==> src/rtl/uart_tx_port_pkg.sv <==
// UART_pkg: shared types and constants for the UART transmit path.
//   tx_state_t     - transmitter FSM encoding
//   UART_DATA_BITS - payload bits per frame
//   UART_IDLE_LEVEL- line level while idle / during STOP
// Optional feature macro used by users of this package: UART_TX_PARITY_EN.
package UART_pkg;

   localparam int unsigned UART_DATA_BITS  = 8;
   localparam int unsigned UART_BIT_IDX_W  = $clog2(UART_DATA_BITS);
   localparam logic        UART_IDLE_LEVEL = 1'b1;

   typedef logic [UART_DATA_BITS-1:0] uart_byte_t;

   typedef enum logic [2:0] {
      IDLE,
      START,
      DATA,
      PARITY,
      STOP
   } tx_state_t;

endpackage

==> src/rtl/uart_tx_port_if.sv <==
// uart_tx_port_if: CPU-side register strobes and status of the UART Tx port.
//   master : memory-map controller (drives write strobes, reads status/line)
//   slave  : uart_tx_port (receives strobes, drives tx and status)
interface uart_tx_port_if;

   logic                  tx_data_en;
   UART_pkg::uart_byte_t  Tx_Data_w;
   logic                  tx_send_en;
   logic                  tx_send;
   logic                  tx;
   logic                  tx_send_reg;
   logic                  tx_fsm_in_STOP_S;
   logic                  tx_busy;

   modport master (
      output tx_data_en, Tx_Data_w, tx_send_en, tx_send,
      input  tx, tx_send_reg, tx_fsm_in_STOP_S, tx_busy
   );

   modport slave (
      input  tx_data_en, Tx_Data_w, tx_send_en, tx_send,
      output tx, tx_send_reg, tx_fsm_in_STOP_S, tx_busy
   );

endinterface

==> src/rtl/uart_tx_port_baud_tick.sv <==
// uart_baud_tick: bit-period counter shared by the UART Tx FSM and Rx sampler.
//   clk, rst (sync, active-high), en : counter runs only while en=1, else held at 0
//   tick                             : one-cycle pulse on the terminal count
//                                      (CLKS_PER_BIT-1); counter wraps to 0 there
// CLKS_PER_BIT must be >= 2.
module uart_baud_tick #(
   parameter int unsigned CLKS_PER_BIT = 4
) (
   input  logic clk,
   input  logic rst,
   input  logic en,
   output logic tick
);

   localparam int unsigned CNT_W = (CLKS_PER_BIT > 1) ? $clog2(CLKS_PER_BIT) : 1;

   logic [CNT_W-1:0] r_cnt;
   logic             r_tick;

   // tick is registered one count early so it coincides with the terminal count
   always_ff @(posedge clk) begin
      if (rst) begin
         r_cnt  <= '0;
         r_tick <= 1'b0;
      end else if (!en) begin
         r_cnt  <= '0;
         r_tick <= 1'b0;
      end else begin
         if (r_cnt == CNT_W'(CLKS_PER_BIT - 1)) r_cnt <= '0;
         else                                   r_cnt <= r_cnt + CNT_W'(1);
         r_tick <= (r_cnt == CNT_W'(CLKS_PER_BIT - 2));
      end
   end

   assign tick = r_tick;

endmodule

==> src/rtl/uart_tx_port.sv <==
// uart_tx_port: memory-mapped UART transmitter (data reg 0x10010034, send reg 0x1001003C).
//   clk, rst          : clock, synchronous active-high reset
//   bus (slave)       : tx_data_en/Tx_Data_w load the data register,
//                       tx_send_en/tx_send set the send register,
//                       tx (serial line, LSB first), tx_send_reg, tx_fsm_in_STOP_S, tx_busy
// Frame is 8N1; defining UART_TX_PARITY_EN inserts an even-parity bit before STOP.
module uart_tx_port
   import UART_pkg::*;
#(
   parameter int unsigned CLK_FREQ  = 50_000_000,
   parameter int unsigned BAUD_RATE = 115200
) (
   input  logic            clk,
   input  logic            rst,
   uart_tx_port_if.slave   bus
);

   localparam int unsigned CLKS_PER_BIT = CLK_FREQ / BAUD_RATE;
   localparam logic [UART_BIT_IDX_W-1:0] LAST_BIT = UART_BIT_IDX_W'(UART_DATA_BITS - 1);

   tx_state_t                 r_state,   w_state_nxt;
   uart_byte_t                r_data;
   uart_byte_t                r_shift,   w_shift_nxt;
   logic [UART_BIT_IDX_W-1:0] r_bit_idx, w_bit_idx_nxt;
   logic                      r_send,    w_send_nxt;
   logic                      r_tx,      w_tx_nxt;
   logic                      r_busy;
   logic                      r_in_stop;
   logic                      w_tick;
   logic                      w_baud_en;
`ifdef UART_TX_PARITY_EN
   logic                      r_parity,  w_parity_nxt;
`endif

   assign w_baud_en = (r_state != IDLE);

   uart_baud_tick #(
      .CLKS_PER_BIT (CLKS_PER_BIT)
   ) u_baud_tick (
      .clk  (clk),
      .rst  (rst),
      .en   (w_baud_en),
      .tick (w_tick)
   );

   // State and datapath registers; status outputs follow the next state
   always_ff @(posedge clk) begin
      if (rst) begin
         r_state   <= IDLE;
         r_data    <= '0;
         r_shift   <= '0;
         r_bit_idx <= '0;
         r_send    <= 1'b0;
         r_tx      <= UART_IDLE_LEVEL;
         r_busy    <= 1'b0;
         r_in_stop <= 1'b0;
`ifdef UART_TX_PARITY_EN
         r_parity  <= 1'b0;
`endif
      end else begin
         r_state   <= w_state_nxt;
         if (bus.tx_data_en) r_data <= bus.Tx_Data_w;
         r_shift   <= w_shift_nxt;
         r_bit_idx <= w_bit_idx_nxt;
         r_send    <= w_send_nxt;
         r_tx      <= w_tx_nxt;
         r_busy    <= (w_state_nxt != IDLE);
         r_in_stop <= (w_state_nxt == STOP);
`ifdef UART_TX_PARITY_EN
         r_parity  <= w_parity_nxt;
`endif
      end
   end

   // Next-state, send-register and line-level logic
   always_comb begin
      w_state_nxt   = r_state;
      w_shift_nxt   = r_shift;
      w_bit_idx_nxt = r_bit_idx;
      w_send_nxt    = r_send;
      w_tx_nxt      = UART_IDLE_LEVEL;
`ifdef UART_TX_PARITY_EN
      w_parity_nxt  = r_parity;
`endif

      // no queue: a request while one is pending or active is dropped
      if (bus.tx_send_en && bus.tx_send && !r_send) w_send_nxt = 1'b1;

      case (r_state)
         IDLE: begin
            if (r_send) begin
               w_state_nxt   = START;
               w_shift_nxt   = r_data;
               w_bit_idx_nxt = '0;
`ifdef UART_TX_PARITY_EN
               w_parity_nxt  = ^r_data;
`endif
            end
         end
         START: begin
            if (w_tick) w_state_nxt = DATA;
         end
         DATA: begin
            if (w_tick) begin
               w_shift_nxt = r_shift >> 1;
               if (r_bit_idx == LAST_BIT) begin
                  w_bit_idx_nxt = '0;
`ifdef UART_TX_PARITY_EN
                  w_state_nxt   = PARITY;
`else
                  w_state_nxt   = STOP;
`endif
               end else begin
                  w_bit_idx_nxt = r_bit_idx + UART_BIT_IDX_W'(1);
               end
            end
         end
`ifdef UART_TX_PARITY_EN
         PARITY: begin
            if (w_tick) w_state_nxt = STOP;
         end
`endif
         STOP: begin
            if (w_tick) begin
               w_state_nxt = IDLE;
               w_send_nxt  = 1'b0;
            end
         end
         default: w_state_nxt = IDLE;
      endcase

      case (w_state_nxt)
         START:   w_tx_nxt = ~UART_IDLE_LEVEL;
         DATA:    w_tx_nxt = w_shift_nxt[0];
`ifdef UART_TX_PARITY_EN
         PARITY:  w_tx_nxt = w_parity_nxt;
`endif
         default: w_tx_nxt = UART_IDLE_LEVEL;
      endcase
   end

   assign bus.tx               = r_tx;
   assign bus.tx_send_reg      = r_send;
   assign bus.tx_fsm_in_STOP_S = r_in_stop;
   assign bus.tx_busy          = r_busy;

endmodule

==> src/flat_wrapper.sv <==
// flat-port wrapper written by rule: the top's interface ports become plain ports
module uart_tx_port_flat import UART_pkg::*;
#(
   parameter int unsigned CLK_FREQ  = 50_000_000,
   parameter int unsigned BAUD_RATE = 115200
)
  (clk, rst, bus_tx_data_en, bus_Tx_Data_w, bus_tx_send_en, bus_tx_send, bus_tx, bus_tx_send_reg, bus_tx_fsm_in_STOP_S, bus_tx_busy);
  uart_tx_port_if bus_i ();
  input  logic clk;
  input  logic rst;
  input wire logic [$bits(bus_i.tx_data_en)-1:0] bus_tx_data_en;
  input wire logic [$bits(bus_i.Tx_Data_w)-1:0] bus_Tx_Data_w;
  input wire logic [$bits(bus_i.tx_send_en)-1:0] bus_tx_send_en;
  input wire logic [$bits(bus_i.tx_send)-1:0] bus_tx_send;
  output wire logic [$bits(bus_i.tx)-1:0] bus_tx;
  output wire logic [$bits(bus_i.tx_send_reg)-1:0] bus_tx_send_reg;
  output wire logic [$bits(bus_i.tx_fsm_in_STOP_S)-1:0] bus_tx_fsm_in_STOP_S;
  output wire logic [$bits(bus_i.tx_busy)-1:0] bus_tx_busy;
  assign bus_i.tx_data_en = bus_tx_data_en;
  assign bus_i.Tx_Data_w = bus_Tx_Data_w;
  assign bus_i.tx_send_en = bus_tx_send_en;
  assign bus_i.tx_send = bus_tx_send;
  assign bus_tx = bus_i.tx;
  assign bus_tx_send_reg = bus_i.tx_send_reg;
  assign bus_tx_fsm_in_STOP_S = bus_i.tx_fsm_in_STOP_S;
  assign bus_tx_busy = bus_i.tx_busy;
  uart_tx_port #(.CLK_FREQ(CLK_FREQ), .BAUD_RATE(BAUD_RATE)) u_core (.clk(clk), .rst(rst), .bus(bus_i));
endmodule
==> config.mk <==
export PLATFORM = sky130hd
export DESIGN_NAME = uart_tx_port_flat
export DESIGN_NICKNAME = d
export VERILOG_FILES = /design/src/rtl/uart_tx_port_pkg.sv /design/src/rtl/uart_tx_port_if.sv /design/src/rtl/uart_tx_port_baud_tick.sv /design/src/rtl/uart_tx_port.sv /design/src/flat_wrapper.sv
export SDC_FILE = /design/constraint.sdc
export NUM_CORES = 1
export LEC_CHECK = 0
export CORE_ASPECT_RATIO = 1.4
export CORE_UTILIZATION = 55
export DETAILED_ROUTE_END_ITERATION = 10
export GPL_TIMING_DRIVEN = 0
export PLACE_DENSITY_LB_ADDON = 0.12
export RECOVER_POWER = 100
export SLEW_MARGIN = 25
export SYNTH_ARGS = -nofsm -noshare
export SYNTH_HDL_FRONTEND = slang
export SYNTH_SLANG_ARGS = --single-unit
==> constraint.sdc <==
create_clock -name clk -period 1.7 [get_ports clk]
set_clock_uncertainty 0.05 [all_clocks]
set_input_delay 0.34 -clock clk [delete_from_list [all_inputs] [get_ports clk]]
set_output_delay 0.34 -clock clk [all_outputs]
set_load 0.1 [all_outputs]
==> flow_metrics.tcl <==
set metrics [dict create \
    top_regs "u_core.u_baud_tick.r_cnt x9, u_core.r_data x8, u_core.r_shift x8" \
    synth_edf_count 0 \
    ir_worst_vdd_mv 0.554 \
    max_freq_mhz 621 \
    slowest_delay_ps 550 \
    layout.cells.non_filler 221 \
    utilization 0.679 \
    worstPathMaxFanout 1 \
    grt_pass1_vias 1295 \
    regMostFlops "u_core.u_baud_tick.r_cnt" \
    postRouteAntennaNets 0 \
    ys_types 40 \
    place.gp.congestion 0.742 \
    route.detailed.drc 0 \
    seqCellArea_sq_um 723 \
    leakage_nw 0.659 \
    grt_overflow 0 \
    drt_iter0_drc 34 \
    initial_core_util 0.598 \
    synthTopCellsByArea "dfxtp_1 45%, mux2i_1 5.0%, a21oi_1 4.3%, nand3_1 4.3%, ha_1 3.9%" \
    status "complete, no violations" \
    antenna_found_initial 0 \
    synth_common_cells "36 x dfxtp_1, 14 x a21oi_1, 14 x nand3_1" \
    critical_path.top_delay_family "buffers and inverters" \
    n_fill_cell 253 \
    n_antenna_cell 0 \
    numCtsBuffers 5 \
    largest_reg_flops 9 \
    drive_gt1_frac 0.157 \
    htreeDepth 2 \
    tightest_slew_ps 596 \
    power.density_nw_per_um2 831 \
    hold_buffers 0 \
    grt_usage 0.242 \
    clkSinkCount 36 \
    cp-start-kind "flip-flop" \
    critPathBufInv 1 \
    path_cells "clkdlybuf4s15_2" \
    ys.flop_type "dfxtp_1" \
    finalMaxSlewViolations 0 \
    grt_max_degree 12 \
    clk_path_buf_depth 2 \
    syn_area_per_cell_sq_um 9.89 \
    ys_async_sr_fraction 0 \
    ys_warn_count 0 \
    multi_input_area_sq_um 772 \
    cpMaxStageDelayCell "clkdlybuf4s15_2" \
    via_count 1282 \
    min_period_over_period 0.947 \
    coreArea_sq_um 2700 \
    cts_tree "done" \
    crit_required_ps 1310 \
    synth_nets 181 \
    dieHeight_microns 66.1 \
    r2r_slack_ps 110 \
    end_kind "output pin" \
    routed_via_density 5.80 \
    grt_setup_unrepaired "no" \
    final_nets 202 \
    clkTransAtPathRegs_ps 100 \
    insertion_delay_ps 340 \
    wl_microns 3100 \
    post-place-cells 213 \
    synthDominantCellAreaShare 0.447 \
    area_growth_pct 13.5 \
    io_buffer_count 14 \
    hold_class "in -> reg" \
    first_pass_iters 4 \
    yosysTopAreaCell "dfxtp_1" \
    worstSetupPathType "reg -> out" \
    synthesis.instances 163 \
    dieArea_sq_um 3160 \
    slew-limit-headroom 0.602 \
    die_w_microns 47.8 \
    arrival_ps 1220 \
    post-route-min-period_ps 1610 \
    grt_pass1_wl_microns 5290 \
    synth.most_common_cell "dfxtp_1" \
    place_hpwl_microns 2300 \
    wl_per_cell_microns 14.0 \
    synth_area_sq_um 1610 \
    drv_cap 0 \
    hold_viol 0 \
    final-setup-viol-count 0 \
    rows 22 \
    ys_seq_area_frac 0.447 \
    ioPinCount 17 \
    synth-seq-cells 36 \
    cts-root-buf "clkbuf_4" \
]
==> layout make-up <==
type,count,area share
Multi-Input combinational cell,112,0.422
Inverter,3,0.00615
Sequential cell,36,0.395
Tap cell,36,0.0246
Buffer,12,0.0431
Timing Repair Buffer,14,0.0759
Clock inverter,2,0.00547
Clock buffer,6,0.0280
==> timing repair <==
item,CTS,global route
gates resized for setup,13,2
setup endpoints to repair,4,2
setup buffers,0,0
==> per-layer routing <==
layer / global-route usage / vias to the layer above / wire (microns)
met3: 0.0847 / 7 / 119
li1: - / 632 / -
met1: 0.239 / 620 / 1230
met2: 0.419 / 23 / 1680
met5: 0 / - / 0
met4: 0.122 / 0 / 74
==> placed cells by master, fill, tap and decap left out, types with 2 or more instances in the layout <==
cell              n
a211oi_1          2
a211oi_2          2
a21oi_1          14
a22oi_1           7
and3_1            2
buf_4             2
buf_6             3
clkbuf_1          4
clkbuf_2          3
clkbuf_4          5
clkdlybuf4s15_2   3
clkdlybuf4s50_1  10
clkinv_2          2
dfxtp_1          34
dfxtp_2           2
ha_1              5
inv_1             3
mux2i_1           8
nand2_1           4
nand2b_1          2
nand3_1          14
nand4_1           2
nor2_1           11
nor3_1            8
nor3b_1           2
o21ai_0           5
or3_1             5
xnor2_1           2
==> cell families (layout without fill, tap and decap cells) <==
family	Yosys count	after routing	share of synthesized area
buf+inv	15	37	0.0597
xor+xnor	3	3	0.0163
flops	36	36	0.447
compound gates	35	35	0.159
fa+ha+maj	5	5	0.0388
simple gates	61	61	0.230
mux	8	8	0.0497
==> path summary, 6_finish.rpt <==
| kind | startpoint | endpoint | cells past startpoint |
|---|---|---|---|
| max reg2reg | u_core.r_state[2]$_SDFF_PP0_ | u_core.r_shift[2]$_SDFFE_PP0P_ | 5 |
| min | rst | u_core.r_state[2]$_SDFF_PP0_ | 2 |
| max | u_core.bus.tx_busy$_SDFF_PP0_ | bus_tx_busy | 1 |
| min reg2reg | u_core.r_data[7]$_SDFFE_PP0P_ | u_core.r_shift[7]$_SDFFE_PP0P_ | 2 |
==> power breakdown <==
group	total, mW	internal, mW	switching, mW	leakage, nW
Combinational	0.161	0.0649	0.0961	0.327
Clock	0.475	0.197	0.279	0.0380
Sequential	0.884	0.868	0.0163	0.293
Total	1.52	1.13	0.391	0.659
==> per-stage QoR <==
stage / hold slack (ps) / TNS, ps / setup slack [ps] / cell area [sq um] / total power [mW]
after global routing: 419 / 0 / 32.1 / 1830 / 1.60
final: 354 / 0 / 89.3 / 1830 / 1.52
after detailed placement: 410 / -522 / -192 / 1800 / 1.08
after CTS: 361 / 0 / 6.55 / 1860 / 1.54
after global placement: 402 / -500 / -201 / 1800 / 1.07
after floorplan: 381 / 0 / 45.5 / 1610 / 1.02
Power figures use the tool's default switching activity.
